--- config.mk ---
export PLATFORM = sky130hd
export DESIGN_NAME = uvme_st_loopback
export DESIGN_NICKNAME = d
export VERILOG_FILES = /design/src/rtl/uvme_st_loopback_pkg.sv /design/src/rtl/uvme_st_loopback_fifo.sv /design/src/rtl/uvme_st_loopback.sv
export SDC_FILE = /design/constraint.sdc
export NUM_CORES = 1
export LEC_CHECK = 0
export CORE_MARGIN = 2
export CORE_UTILIZATION = 45
export CTS_CLUSTER_SIZE = 16
export DETAILED_ROUTE_END_ITERATION = 7
export GPL_ROUTABILITY_DRIVEN = 0
export GPL_TIMING_DRIVEN = 0
export HOLD_SLACK_MARGIN = 0.05
export PLACE_DENSITY = 0.74
export SLEW_MARGIN = 20
export SYNTH_ARGS = -nofsm -noshare
export SYNTH_HDL_FRONTEND = slang
export SYNTH_HIERARCHICAL = 1
export SYNTH_SLANG_ARGS = --single-unit
--- constraint.sdc ---
create_clock -name clk -period 3.8 [get_ports clk]
set_input_delay 0.76 -clock clk [delete_from_list [all_inputs] [get_ports clk]]
set_output_delay 0.76 -clock clk [all_outputs]
set_load 0.01 [all_outputs]
--- src/rtl/uvme_st_loopback_pkg.sv ---
// uvme_st_loopback_pkg
// Shared types and sizing helpers for the self-test loopback stage.
//   lb_state_e        : loopback FSM state (CUT, SF_HOLD, SF_FORCE)
//   lb_ptr_width()    : buffer pointer width for a given depth
//   lb_level_width()  : width of a 0..DEPTH occupancy count
package uvme_st_loopback_pkg;

  typedef enum logic [1:0] {
    CUT      = 2'd0,
    SF_HOLD  = 2'd1,
    SF_FORCE = 2'd2
  } lb_state_e;

  function automatic int lb_ptr_width(input int depth);
    return $clog2(depth);
  endfunction

  // One extra bit so that a completely full buffer (DEPTH) is representable.
  function automatic int lb_level_width(input int depth);
    return $clog2(depth) + 1;
  endfunction

endpackage

--- src/rtl/uvme_st_loopback_fifo.sv ---
// uvme_st_loopback_fifo
// Word + last-flag storage for the loopback stage.
//   clk, reset            : clock, synchronous active-high reset
//   push, push_data/last  : write one entry (caller guarantees not full)
//   pop                   : retire the head entry (caller guarantees not empty)
//   head_data, head_last  : current head entry (stale but stable when empty)
//   level                 : number of entries held, 0..DEPTH
module uvme_st_loopback_fifo
  import uvme_st_loopback_pkg::*;
#(
  parameter int DATA_WIDTH = 32,
  parameter int DEPTH      = 8
) (
  input  logic                              clk,
  input  logic                              reset,
  input  logic                              push,
  input  logic [DATA_WIDTH-1:0]             push_data,
  input  logic                              push_last,
  input  logic                              pop,
  output logic [DATA_WIDTH-1:0]             head_data,
  output logic                              head_last,
  output logic [lb_level_width(DEPTH)-1:0]  level
);

  localparam int PW = lb_ptr_width(DEPTH);

  logic [DATA_WIDTH-1:0] data_mem [DEPTH];
  logic                  last_mem [DEPTH];
  logic [PW-1:0]         wr_ptr;
  logic [PW-1:0]         rd_ptr;

  // Storage, pointers and occupancy. The array is cleared on reset so the
  // head reads as zero afterwards and no pre-reset word can ever resurface.
  // Pointers wrap on their own because DEPTH is a power of two.
  always_ff @(posedge clk) begin
    if (reset) begin
      wr_ptr <= '0;
      rd_ptr <= '0;
      level  <= '0;
      for (int i = 0; i < DEPTH; i++) begin
        data_mem[i] <= '0;
        last_mem[i] <= 1'b0;
      end
    end else begin
      if (push) begin
        data_mem[wr_ptr] <= push_data;
        last_mem[wr_ptr] <= push_last;
        wr_ptr           <= wr_ptr + 1'b1;
      end
      if (pop) begin
        rd_ptr <= rd_ptr + 1'b1;
      end
      case ({push, pop})
        2'b10:   level <= level + 1'b1;
        2'b01:   level <= level - 1'b1;
        default: level <= level;
      endcase
    end
  end

  assign head_data = data_mem[rd_ptr];
  assign head_last = last_mem[rd_ptr];

endmodule

--- src/rtl/uvme_st_loopback.sv ---
// uvme_st_loopback
// Self-test loopback: TX words are buffered and replayed on RX, either
// cut-through or store-and-forward (whole packets), with a sticky flag when
// an oversize SF packet has to be force-released.
//   clk, reset                 : clock, synchronous active-high reset
//   cfg_sf_mode                : 0 cut-through, 1 store-and-forward (taken while empty)
//   tx_valid/ready/data/last   : TX stream into the buffer
//   rx_valid/ready/data/last   : RX stream out of the buffer
//   level                      : words currently buffered
//   err_force_release          : sticky oversize-packet flag
//   err_clear                  : one-cycle pulse clearing the flag
module uvme_st_loopback
  import uvme_st_loopback_pkg::*;
#(
  parameter int DATA_WIDTH = 32,
  parameter int DEPTH      = 8
) (
  input  logic                              clk,
  input  logic                              reset,
  input  logic                              cfg_sf_mode,
  input  logic                              tx_valid,
  output logic                              tx_ready,
  input  logic [DATA_WIDTH-1:0]             tx_data,
  input  logic                              tx_last,
  output logic                              rx_valid,
  input  logic                              rx_ready,
  output logic [DATA_WIDTH-1:0]             rx_data,
  output logic                              rx_last,
  output logic [lb_level_width(DEPTH)-1:0]  level,
  output logic                              err_force_release,
  input  logic                              err_clear
);

  localparam int                LW         = lb_level_width(DEPTH);
  localparam logic [LW-1:0]     FULL_LEVEL = LW'(DEPTH);

  lb_state_e     state;
  logic [LW-1:0] pkt_cnt;
  logic          push;
  logic          pop;
  logic          force_trip;

  // tx_ready comes only from the registered level, so a pop in the same
  // cycle never frees space early and rx_ready has no path to tx_ready.
  assign tx_ready = ~reset & (level != FULL_LEVEL);
  assign push     = tx_valid & tx_ready;
  assign pop      = rx_valid & rx_ready;

  // An SF packet that fills the buffer without a last word would deadlock,
  // so it is released as a stream instead.
  assign force_trip = (state == SF_HOLD) && (level == FULL_LEVEL) && (pkt_cnt == '0);

  uvme_st_loopback_fifo #(
    .DATA_WIDTH (DATA_WIDTH),
    .DEPTH      (DEPTH)
  ) u_fifo (
    .clk       (clk),
    .reset     (reset),
    .push      (push),
    .push_data (tx_data),
    .push_last (tx_last),
    .pop       (pop),
    .head_data (rx_data),
    .head_last (rx_last),
    .level     (level)
  );

  // RX gating: stream modes show anything buffered, hold mode only once a
  // complete packet is inside. Inputs are all registered state.
  always_comb begin
    rx_valid = 1'b0;
    case (state)
      CUT, SF_FORCE: rx_valid = (level != '0);
      SF_HOLD:       rx_valid = (pkt_cnt != '0);
      default:       rx_valid = 1'b0;
    endcase
  end

  // Mode FSM, complete-packet count and sticky error flag. The mode is only
  // re-latched while the buffer is idle and empty so a packet never changes
  // mode halfway. pkt_cnt counts buffered last flags in every state, so it
  // is already correct when a forced release hands back to SF_HOLD.
  always_ff @(posedge clk) begin
    if (reset) begin
      state             <= CUT;
      pkt_cnt           <= '0;
      err_force_release <= 1'b0;
    end else begin
      if ((level == '0) && !push) begin
        state <= cfg_sf_mode ? SF_HOLD : CUT;
      end else begin
        case (state)
          SF_HOLD:  if (force_trip)        state <= SF_FORCE;
          SF_FORCE: if (pop && rx_last)    state <= SF_HOLD;
          default:                         state <= state;
        endcase
      end

      case ({push && tx_last, pop && rx_last})
        2'b10:   pkt_cnt <= pkt_cnt + 1'b1;
        2'b01:   pkt_cnt <= pkt_cnt - 1'b1;
        default: pkt_cnt <= pkt_cnt;
      endcase

      // A new error outranks a simultaneous clear.
      if (force_trip) begin
        err_force_release <= 1'b1;
      end else if (err_clear) begin
        err_force_release <= 1'b0;
      end
    end
  end

endmodule

==> results.cfg, run 1 <==
[status]
status = complete, no violations

[drt]
num_vias = 6963
antenna_left = 0
avgRoutedWirePerCell_um = 20.4
routed_wirelength_um = 27300
avgViaCountPerCell = 5.22
drt-initial-drc-count = 428
post-route-drc-count = 0
drt-pass1-iter-count = 4

[sta]
rsz0062_at_grt = true
setup-tns-final_ns = 0
max_freq_mhz = 272
tightest_slew_ns = 0.728
finalCriticalPeriod_ns = 3.67
drv_slew = 0
setup_viol = 0
hold_viol_final = 0
timing.final.crit_share_pct = 96.6
skew_ns = 0.00902
max_slew_margin_pct = 51.5

[power_and_ir_drop]
p_switching_mw = 2.02
p_int_mw = 6.11
clockPowerShare_pct = 33.9
leakage_nw = 5.47
power_mw = 8.13
ir_drop_mv = 0.330
share_seq_of_total_power_pct = 45.3
p_sw_share_pct = 24.9
p_comb_share_pct = 20.9
powerDensity_nw_per_um2 = 534

[logic_synthesis]
synth_common_cells = and2_1 (266), edfxtp_1 (264), mux4_2 (66), mux2_2 (35), clkbuf_1 (29)
synth_cell_types = 44
synth_nets = 866
ys_seq_elements = 284
ys.flop_type = edfxtp_1
synth_cells = 814
yosysTopAreaCell = edfxtp_1
synth_top_area_share_pct = 61.3
async_reset_ff_share_pct = 0
yosysMostFrequentCell = and2_1
synthTopCellsByArea = edfxtp_1 (61%), and2_1 (13%), mux4_2 (11%), dfxtp_1 (3.1%), mux2_2 (3.0%)
avgSynthCellArea_sq_um = 15.9
synth-edff-count = 264
syn_area_sq_um = 12900
ys_warn_count = 6
ys_seq_area_share_pct = 64.4

[grt]
grt_use_total_pct = 18.2
grt.overflow.total = 0
grt_antenna_before_repair = 0
grt_pass1_wl_um = 42100
grt_start_max_net_pins = 34
grt_pass1_vias = 7443

[worst_setup_path]
worst_setup_path_start_kind = flop
rr_endpoint = pkt_cnt[3]
critPathKind = flop to primary output
end_kind = primary output
cp.arrival_ns = 2.91
crit_required_ns = 3.04
rr_worst_depth = 12
crit_fanout = 10
reg2reg_setup_slack_ns = 0.22

[clock_tree]
clock_sinks = 284
clk_latency_ns = 0.54
cts_root_buf = clkbuf_16
cts-hold-fix-buffers = 0
numCtsBuffers = 30
cts_tree = yes
cts.clk_slew.worst_paths_ns = 0.06
htreeDepth = 1
post_cts_buffers = 0
clk_path_buf_depth = 3

[min_path]
hp-class = flop to flop
hold_end = err_force_release
hold_path_depth = 2
worstHoldStart = err_force_release

[die]
die_h_um = 174
dieArea_sq_um = 30100
rows = 62
num_io_pins = 79
die_w_um = 174
initial_core_util_pct = 45.4
core_sq_um = 28500

[layout]
layoutNonFillerInstCount = 1335
drive_gt1_share_pct = 18.9
synthToLayoutAreaGrowth_pct = 17.7
diodes = 0
layout.nets = 980

[place]
io_buffers = 78
hpwl_um = 16800
dp_cells = 1278

[flow_run]
cap_violations = 0
per-layer routing:
| layer | GRT usage [%] | part of all wire, % | vias up |
|---|---|---|---|
| li1 | - | - | 3221 |
| met1 | 23.7 | 42 | 3508 |
| met2 | 30.9 | 50 | 183 |
| met3 | 3.42 | 5.3 | 51 |
| met4 | 6.18 | 2.7 | 0 |
| met5 | 0 | 0 | - |
stage by stage:
| stage | cell area [sq um] | hold slack, ns | setup WS [ns] | utilization (%) |
|---|---|---|---|---|
| 2_1_floorplan | 12900 | 0.485 | 0.717 | - |
| 3_3_place_gp | 14200 | 0.478 | -0.985 | 49.9 |
| 3_5_place_dp | 14200 | 0.489 | -0.800 | 50.0 |
| 4_1_cts | 15200 | 0.508 | 0.0341 | 53.3 |
| 5_1_grt | 15200 | 0.533 | -0.0192 | 53.5 |
| 6_report | 15200 | 0.506 | 0.128 | 53.5 |
how the worst max path moves through the flow:
| stage | start | to | slack [ns] | cells after the start |
|---|---|---|---|---|
| floorplan | flop | pkt_cnt[3] | 0.72 | 12 |
| global placement | reset | u_fifo/data_mem[1][27] | -0.98 | 7 |
| detailed placement | reset | u_fifo/data_mem[4][16] | -0.80 | 7 |
| CTS | reset | u_fifo/data_mem[3][18] | 0.03 | 7 |
| global route | reset | u_fifo/data_mem[3][10] | -0.02 | 7 |
| finish | flop | rx_data[4] | 0.13 | 5 |
power groups by stage:
stage / logic (mW) / clock network, mW / registers [mW]
finish: 1.70 / 2.75 / 3.68
detailed placement: 1.72 / 0 / 3.75
global placement: 1.69 / 0 / 3.74
floorplan: 1.11 / 0 / 3.73
global route: 1.84 / 2.93 / 3.70
CTS: 1.72 / 2.81 / 3.68
state kept, by name, indices dropped and copies added, names as in the netlist, named ones only:
register,count
u_fifo/wr_ptr,3
u_fifo/rd_ptr,3
pkt_cnt,4
u_fifo/data_mem,256
state,2
err_force_release,1
u_fifo/last_mem,8
u_fifo/level,4
final cells by class:
type,count,area (sq um)
fillers,2312,13200
flip-flops and latches,284,8330
multi-input cells,477,4400
repair buffers,80,828
clock buffers,39,806
well taps,384,480
plain buffers,47,229
clock inverters,16,125
inverters,8,30.0
cells by family (layout without fill, tap and decap cells):
kind of cell    count (synthesis)  after routing  synth area share (%)
compound gates                 18             18                 0.997
fa+ha+maj                      13             13                  1.32
flops                         284            284                  64.4
buf+inv                        55            190                  2.00
xor+xnor                        9              9                 0.610
simple gates                  330            332                  15.8
mux                           105            105                  14.9
cells in the final DEF, fill, tap and decap left out, drive strengths merged, types with 2 or more instances in the layout:
cell / netlist / final
and2: 266 / 266
edfxtp: 264 / 264
clkdlybuf4s50: 0 / 78
clkbuf: 29 / 68
mux4: 66 / 66
mux2: 35 / 35
nor2: 29 / 29
dfxtp: 20 / 20
buf: 18 / 20
clkinv: 0 / 14
ha: 12 / 12
or2: 8 / 10
inv: 8 / 8
nand2: 8 / 8
a21oi: 7 / 7
xor2: 7 / 7
nor2b: 4 / 4
mux2i: 4 / 4
nor4: 4 / 4
nand2b: 3 / 3
o21ai: 3 / 3
bufinv: 0 / 2
xnor2: 2 / 2
nor4b: 2 / 2
worst max-delay path: stages, from the launching register on:
cell and delay, ns:
dfxtp_1 0.35, clkbuf_1 0.45, buf_2 0.39, mux4_2 0.37, mux2_2 0.32, clkdlybuf4s50_1 0.49
timing repair:
item                       in CTS  in global routing
resized for setup               4                  8
cloned                          0                  2
pin swaps                       0                  2
setup endpoints to repair     132                197
Power figures use the tool's default switching activity.
==> run 2: changes to the inputs <==
ABC_CLOCK_PERIOD_IN_PS = 3800   (was not set)
==> results of run 2 <==
Same layout as run 1: the final DEF is identical, and so are final timing and power.
